$ cat src/rtl/calc_pkg.sv
// Shared types and sign-magnitude helpers for the hex calculator datapath.
// Values are {sign, magnitude}; helpers take a zero-extended value plus the real magnitude width.
package calc_pkg;

  localparam int DIGIT_W    = 4;
  localparam int MAX_DIGITS = 16;
  localparam int MAX_W      = DIGIT_W * MAX_DIGITS;

  typedef enum logic {
    ENTRY = 1'b0,
    FLOW  = 1'b1
  } entry_state_e;

  // Magnitude of a w-bit sign-magnitude value (the sign sits at bit w and is dropped).
  function automatic logic [MAX_W-1:0] sm_mag(input logic [MAX_W:0] sm, input int w);
    logic [MAX_W-1:0] m;
    m = '0;
    for (int i = 0; i < MAX_W; i++) begin
      if (i < w) m[i] = sm[i];
    end
    return m;
  endfunction

  function automatic logic sm_is_zero(input logic [MAX_W:0] sm, input int w);
    return sm_mag(sm, w) == '0;
  endfunction

  // Number of hex digits left once leading zeros are stripped; 0 for a zero magnitude.
  function automatic int sig_digits(input logic [MAX_W-1:0] mag, input int digits);
    int n;
    n = 0;
    for (int i = 0; i < MAX_DIGITS; i++) begin
      if (i < digits && mag[DIGIT_W*i +: DIGIT_W] != '0) n = i + 1;
    end
    return n;
  endfunction

endpackage

$ cat src/rtl/operand_stack.sv
// DEPTH-entry LIFO of sign-magnitude operands; a push when full drops the oldest
// entry and sets the sticky ovf flag. top reads 0 while the stack is empty.
module operand_stack #(
  parameter  int DEPTH = 2,
  parameter  int WIDTH = 17,
  localparam int CW    = $clog2(DEPTH + 1)
) (
  input  logic             clock,
  input  logic             reset,
  input  logic             push,
  input  logic             pop,
  input  logic [WIDTH-1:0] din,
  output logic [WIDTH-1:0] top,
  output logic [CW-1:0]    cnt,
  output logic             ovf
);

  logic [WIDTH-1:0] mem_q [DEPTH];
  logic [CW-1:0]    cnt_q;
  logic             ovf_q;
  logic             full;

  assign full = (cnt_q == CW'(DEPTH));

  // NOTE: storage has no reset; cnt_q alone decides which entries are visible.
  always_ff @(posedge clock) begin
    if (push) begin
      if (full) begin
        for (int i = 0; i < DEPTH - 1; i++) mem_q[i] <= mem_q[i+1];
        mem_q[DEPTH-1] <= din;
      end else begin
        for (int i = 0; i < DEPTH; i++) begin
          if (CW'(i) == cnt_q) mem_q[i] <= din;
        end
      end
    end
  end

  always_ff @(posedge clock) begin
    if (reset) begin
      cnt_q <= '0;
      ovf_q <= 1'b0;
    end else if (push) begin
      if (full) ovf_q <= 1'b1;
      else      cnt_q <= cnt_q + CW'(1);
    end else if (pop && cnt_q != '0) begin
      cnt_q <= cnt_q - CW'(1);
    end
  end

  always_comb begin
    top = '0;
    for (int i = 0; i < DEPTH; i++) begin
      if (cnt_q == CW'(i + 1)) top = mem_q[i];
    end
  end

  assign cnt = cnt_q;
  assign ovf = ovf_q;

endmodule

$ cat src/rtl/operand_entry_regs.sv
// Operand entry registers: builds v1 from keypad digits, keeps earlier operands on a stack.
// Define OPERAND_SIGN_EN to enable the neg (sign toggle) key; otherwise typed digits are positive.
module operand_entry_regs
  import calc_pkg::*;
#(
  parameter  int DIGITS = 4,
  parameter  int DEPTH  = 2,
  localparam int W      = DIGIT_W * DIGITS,
  localparam int NW     = $clog2(DIGITS + 1),
  localparam int CW     = $clog2(DEPTH + 1)
) (
  input  logic          clock,
  input  logic          reset,
  input  logic          newhex,
  input  logic [3:0]    hexcode,
  input  logic          newop,
  input  logic          eq,
  input  logic          bs,
  input  logic          clr,
  input  logic          neg,
  input  logic [W:0]    answer,
  output logic [W:0]    v1,
  output logic [W:0]    v2,
  output logic [NW-1:0] ndigits,
  output logic          entry_full,
  output logic          flow,
  output logic [CW-1:0] stack_cnt,
  output logic          stack_ovf
);

  localparam int SMW = MAX_W + 1;

  entry_state_e  state_q, state_d;
  logic [W:0]    v1_q, v1_d;
  logic [NW-1:0] nd_q, nd_d;
  logic          full_q;
  logic          push, pop;

  logic [W-1:0]  mag_q, mag_bs, mag_hex;
  logic          sign_q;

  assign mag_q   = W'(sm_mag(SMW'(v1_q), W));
  assign sign_q  = v1_q[W];
  assign mag_bs  = mag_q >> DIGIT_W;
  assign mag_hex = (mag_q << DIGIT_W) | W'(hexcode);

  // NOTE: every output of this block gets a default first, so no path infers a latch.
  always_comb begin
    state_d = state_q;
    v1_d    = v1_q;
    nd_d    = nd_q;
    push    = 1'b0;
    pop     = 1'b0;
    if (eq) begin
      v1_d    = answer;
      nd_d    = NW'(sig_digits(sm_mag(SMW'(answer), W), DIGITS));
      pop     = 1'b1;
      state_d = FLOW;
    end else if (newop) begin
      push    = 1'b1;
      state_d = FLOW;
    end else if (clr) begin
      v1_d    = '0;
      nd_d    = '0;
      state_d = ENTRY;
    end else if (bs) begin
      v1_d    = {sign_q & !sm_is_zero(SMW'(mag_bs), W), mag_bs};
      nd_d    = (nd_q == '0) ? '0 : nd_q - NW'(1);
      state_d = ENTRY;
    end else if (neg) begin
`ifdef OPERAND_SIGN_EN
      if (!sm_is_zero(SMW'(v1_q), W)) v1_d = {~sign_q, mag_q};
`endif
    end else if (newhex) begin
      if (state_q == FLOW) begin
        v1_d    = {1'b0, W'(hexcode)};
        nd_d    = NW'(hexcode != 4'h0);
        state_d = ENTRY;
      end else if (!full_q) begin
`ifdef OPERAND_SIGN_EN
        v1_d = {sign_q, mag_hex};
`else
        v1_d = {1'b0, mag_hex};
`endif
        // A leading zero typed into an empty entry leaves the digit count alone.
        if (!(nd_q == '0 && hexcode == 4'h0)) nd_d = nd_q + NW'(1);
      end
    end
  end

  // NOTE: sequential state uses non-blocking assignments so all registers update together.
  always_ff @(posedge clock) begin
    if (reset) begin
      state_q <= ENTRY;
      v1_q    <= '0;
      nd_q    <= '0;
      full_q  <= 1'b0;
    end else begin
      state_q <= state_d;
      v1_q    <= v1_d;
      nd_q    <= nd_d;
      full_q  <= (nd_d == NW'(DIGITS));
    end
  end

  operand_stack #(
    .DEPTH (DEPTH),
    .WIDTH (W + 1)
  ) u_stack (
    .clock (clock),
    .reset (reset),
    .push  (push),
    .pop   (pop),
    .din   (v1_q),
    .top   (v2),
    .cnt   (stack_cnt),
    .ovf   (stack_ovf)
  );

  assign v1         = v1_q;
  assign ndigits    = nd_q;
  assign entry_full = full_q;
  assign flow       = (state_q == FLOW);

endmodule
$ cat config.mk
export PLATFORM = sky130hd
export DESIGN_NAME = operand_entry_regs
export DESIGN_NICKNAME = d
export VERILOG_FILES = /design/src/rtl/calc_pkg.sv /design/src/rtl/operand_stack.sv /design/src/rtl/operand_entry_regs.sv
export SDC_FILE = /design/constraint.sdc
export NUM_CORES = 1
export LEC_CHECK = 0
export CAP_MARGIN = 20
export CELL_PAD_IN_SITES_DETAIL_PLACEMENT = 2
export CELL_PAD_IN_SITES_GLOBAL_PLACEMENT = 2
export CORE_UTILIZATION = 34
export DETAILED_ROUTE_END_ITERATION = 16
export PLACE_DENSITY = 0.88
export REMOVE_ABC_BUFFERS = 1
export SLEW_MARGIN = 10
export SYNTH_ARGS = -nofsm -noshare
export SYNTH_HDL_FRONTEND = slang
export SYNTH_HIERARCHICAL = 1
export SYNTH_SLANG_ARGS = --single-unit
$ cat constraint.sdc
create_clock -name clock -period 5.6 [get_ports clock]
set_clock_uncertainty 0.1 [all_clocks]
set_input_delay 1.4 -clock clock [delete_from_list [all_inputs] [get_ports clock]]
set_output_delay 1.4 -clock clock [all_outputs]
set_load 0.005 [all_outputs]
**After elaboration in Yosys (flattened, before gate mapping)**

Memory sizes are Yosys's and may differ from the RTL's.
Cells that the tools add are included.

- Bits in registers: 25
- RAM bits: 34
- Input port bits: 29
- Output and inout bits: 42
- Memories: 1

Memory list:

| memory | words | width | rd ports | clocked after memory_dff | wr ports | line | source |
|---|---|---|---|---|---|---|---|
| u_stack.mem_q | 2 | 17 | 2 | 0 | 2 | operand_stack.sv:18 | `logic [WIDTH-1:0] mem_q [DEPTH];` |

- Add/subtract/negate cells: 4
- Eq/ne operators: 9
- Mux-type cells: 117
- Bitwise operators: 4
- Reductions and logical operators: 20

Operators by type and width:

| kind | number |
|---|---|
| $mux 17 | 12 |
| $mux 1 | 89 |
| $mux 3 | 13 |
| $reduce_bool 4->1 | 6 |
| $logic_not 16->1 | 1 |
| $or 16x4->16 | 1 |
| $ne 5x5->1 const B | 2 |
| $mux 2 | 3 |
| $reduce_and 2->1 | 3 |
| $reduce_bool 5->1 | 1 |
| $logic_not 4->1 | 1 |
| $ne 4x4->1 const B | 1 |
| $reduce_and 4->1 | 1 |
| $reduce_bool 2->1 | 2 |
| $add 3x1->3 const B | 1 |
| $eq 3x3->1 const B | 1 |
| $logic_not 3->1 | 1 |
| $sub 3x1->3 const B | 1 |
| $add 2x1->2 const B | 1 |
| $eq 1x2->1 const A | 1 |
| $eq 2x1->1 const B | 1 |
| $eq 2x2->1 const B | 1 |
| $logic_and 1x1->1 | 2 |
| $logic_not 2->1 | 1 |
| other kinds (6) | 7 |

**Logic depth before layout (Yosys ltp)**

- Depth in word-level cells: 12
- Depth in mapped cells: 7

**Hierarchy**

Netlist, hierarchy kept.

By module, submodules not included:

| module | times used | cells an instance | area an instance (um^2) | seq. area each (um^2) |
|---|---|---|---|---|
| operand_stack | 1 | 137 | 1,710.4 | 1,081.0 |
| operand_entry_regs | 1 | 159 | 1,358.8 | 440.4 |

**Worst setup path before layout**

Ideal clock, no wire load.

- Path kind: input to register
- Start: input port eq
- End: memory u_stack.mem_q[0][10] (data pin)
- Arrival time: 2.576 ns
- Required time: 5.240 ns
- Setup slack: 2.664 ns
- Stages on the path: 6
- Cell sequence: buf_4 -> and2b_2 -> buf_6 -> o21ai_2 -> buf_4 -> mux2_2

RTL lines:

| element | line | source |
|---|---|---|
| from (decl) | operand_entry_regs.sv:17 | `input logic eq,` |
| to (decl) | operand_stack.sv:18 |  |

**Final worst setup path**

- Start: register u_stack.cnt_q[1], in the netlist u_stack/cnt[1]
- End: output port v2[8]

- Cells in the longest elaborated chain, start to end: 3
- Elaborated cells between the ends (all ways): 4

RTL lines:

| element | line | source |
|---|---|---|
| from (decl) | operand_stack.sv:19 | `logic [CW-1:0] cnt_q;` |
| from (signal assigned) | operand_stack.sv:45 | `else cnt_q <= cnt_q + CW'(1);` |
| from (signal assigned) | operand_stack.sv:47 | `cnt_q <= cnt_q - CW'(1);` |
| $eq 2x1->1 | operand_stack.sv:54 | `if (cnt_q == CW'(i + 1)) top = mem_q[i];` |
| $mux 17 | operand_stack.sv:54 |  |
| $mux 17 (*) | operand_stack.sv:54 |  |
| to (decl) | operand_entry_regs.sv:23 | `output logic [W:0] v2,` |

Every way passes the cells marked *; elsewhere a longest branch is shown, timed or not.

==> run summary <==
met2 wire len -> 4880 um
Required @ worst endpoint -> 4.10 ns
gr ovfl total -> 0
hold_buf cts -> 0
CTS tree -> built
GRT Util Overall -> 0.213
Seq cells post-synth -> 59
ANT cells -> 0
TritonCTS Buffers -> 9
LEAKAGE -> 0.00133 uW
Yosys top cell area share -> 0.333
max-cap viol count -> 0
Nets -> 399
DRT antenna net count -> 0
dpl cells -> 458
Wirelength per Cell -> 20.1 um
initial antenna violation count -> 0
via/cell ratio -> 5.62
height of the die -> 97.0 um
number of iterations in the first detailed-routing pass -> 4
Routed WL -> 9550 um
Worst-Margin Slew -> 1.05 ns
crit path max fanout -> 20
post-synthesis async set-or-reset flop share -> 0
Highest Signal Layer -> met4
Avg Cell Area, Syn -> 10.4 um^2
biggest area consumer among synthesized cells -> edfxtp_1
cell area after synthesis -> 0.00307 mm^2
RSZ-0062 raised after global routing -> no
Die X -> 97.0 um
Worst EP arrival -> 2.53 ns
Final Cycle Share -> 0.721
fin crit period -> 4.03 ns
wl on met1 -> 4130 um
count of warnings emitted by yosys -> 6
Port Buffers -> 70
Post-CTS Setup Bufs -> 0
crit path kind -> flip-flop to output port
IR drop worst, VDD -> 0.0000932 V
first-pass GRT wire length -> 15600 um
Post-synth EDFFs -> 34
layout cells sized above 1 -> 0.131
final-layout fill cell count -> 907
R2R depth -> 4
Yosys cell types -> 47
Worst-Skew Late Latency -> 0.34 ns
cell count after synthesis -> 296
worst r2r src -> u_stack/cnt[1]
pwr dens -> 285 mW/mm^2
worst r2r dst -> u_stack/mem_q[0][13]
CTS sink count -> 59
post-cts gate resize count -> 0
Seq/Total Area, Yosys -> 0.496
Site Rows -> 34
Vias -> 2670
root buffer cell -> clkbuf_8
Core Area -> 0.00872 mm^2
reg-to-reg setup timing slack -> 2.77 ns
hold-critical path endpoint -> u_stack/ovf
Critical Path Sink Type -> output port
fin cells -> 475
Syn-to-layout area delta -> 30.0%
full die area -> 0.00941 mm^2
Initial Util -> 0.352
Fin Setup TNS -> 0 ns
Worst setup SP type -> flip-flop
Worst Hold Depth -> 2
count of final setup violators -> 0
top_reg_cell synth -> edfxtp_1
HPWL Detailed -> 6660 um
met3 wire len -> 332 um
vias in the first global route -> 2900
CTS H-tree lvls -> 3
Max Freq -> 248 MHz
largest net degree at the start of global routing -> 35
Fin. Hold Viols -> 0
relative slew slack -> 0.300
DRT iter0 DRCs -> 133
Clock Tree Buf Depth -> 2
Ports -> 71
GPL Wtd Cong -> 0.882
HP Start -> u_stack/ovf
DRC viols -> 0
outcome -> complete, no violations
worst min path class -> flip-flop to flip-flop
Synth area leaders -> edfxtp_1 33%, dfxtp_1 16%, mux2_2 8.1%
fin. max-slew vios -> 0
Worst-path clk slew -> 0.07 ns
[kinds of logic (layout without fill, tap and decap cells)]
group,count (synthesis),in the layout,share of synthesized area
AND/OR/NAND/NOR,101,101,0.163
multiplexers,22,22,0.0807
flip-flops,59,59,0.496
AO/OA/AOI/OAI,81,81,0.183
buffers and inverters,25,96,0.0448
adder cells (fa/ha/maj),8,8,0.0326
[cell usage after synthesis, types with 3 or more instances]
library cell,n
nor2b_1,6
o21ai_0,25
nand2_1,39
clkbuf_1,9
ha_1,8
a21oi_1,6
a211oi_1,18
nor4_1,8
dfxtp_1,25
edfxtp_1,34
buf_2,3
a31oi_1,3
buf_6,3
a22oi_1,8
inv_1,6
nor2_1,25
mux2_2,22
a222oi_1,8
nand3_1,4
[registers in the layout, summed over array words and instances, names as in the netlist]
name           count
ndigits            3
u_stack/mem_q     34
u_stack/ovf        1
entry_full         1
flow               1
u_stack/cnt        2
v1                17
[worst max-delay path, cell delays in order (launching register included)]
cell	delay, ns
dfxtp_1	0.36
inv_1	0.19
ha_1	0.79
nand2_1	0.14
o21ai_0	0.20
clkdlybuf4s50_1	0.53
[cell usage in the layout (no fill, tap or decap), drive strengths merged, types with 9 or more instances in the layout]
cell type,instances
a211oi,18
clkbuf,10
clkdlybuf4s50,70
dfxtp,25
edfxtp,34
mux2,22
nand2,39
nor2,25
nor4,9
o21ai,26
[worst max-delay path by stage]
| stage | startpoint | end | slack (ns) | depth (start not counted) |
|---|---|---|---|---|
| 4_1_cts | u_stack/cnt[0] | v2[8] | 1.47 | 5 |
| 2_1_floorplan | newhex | v1[16] | 2.07 | 5 |
| 5_1_grt | u_stack/cnt[1] | v2[13] | 1.34 | 5 |
| 6_report | u_stack/cnt[1] | v2[8] | 1.57 | 5 |
| 3_3_place_gp | eq | u_stack/mem_q[0][9] | 1.95 | 5 |
| 3_5_place_dp | u_stack/cnt[1] | v2[8] | 1.84 | 5 |
[where the power goes]
part           total, uW  internal (uW)  switching, uW
sequential           531            499           32.4
clock                327            156            171
combinational        278            144            134
total               1140            798            338
[area by class of cell]
type,count,area (um^2),area share
flip-flops and latches,59,1520,0.381
multi-input cells,212,1410,0.354
repair buffers,74,738,0.185
well taps,108,135,0.0339
clock buffers,10,128,0.0320
clock inverters,6,32.5,0.00815
inverters,6,22.5,0.00564
[stage by stage]
step / power, uW / util / hold slack, ns / setup WS (ns) / area (um^2)
floorplan: 655 / - / 0.360 / 2.07 / 2950
global placement: 799 / 0.438 / 0.378 / 1.95 / 3820
detailed placement: 816 / 0.438 / 0.379 / 1.84 / 3820
CTS: 1140 / 0.456 / 0.403 / 1.47 / 3980
global route: 1190 / 0.458 / 0.432 / 1.34 / 3990
finish: 1140 / 0.458 / 0.391 / 1.57 / 3990
[layer usage]
layer  vias to the layer above  GRT usage
met1                      1323      0.254
met5                         -          0
met4                         0     0.0838
li1                       1257          -
met3                        16     0.0376
met2                        74      0.376
No activity file was read; power rests on OpenSTA's default activity.
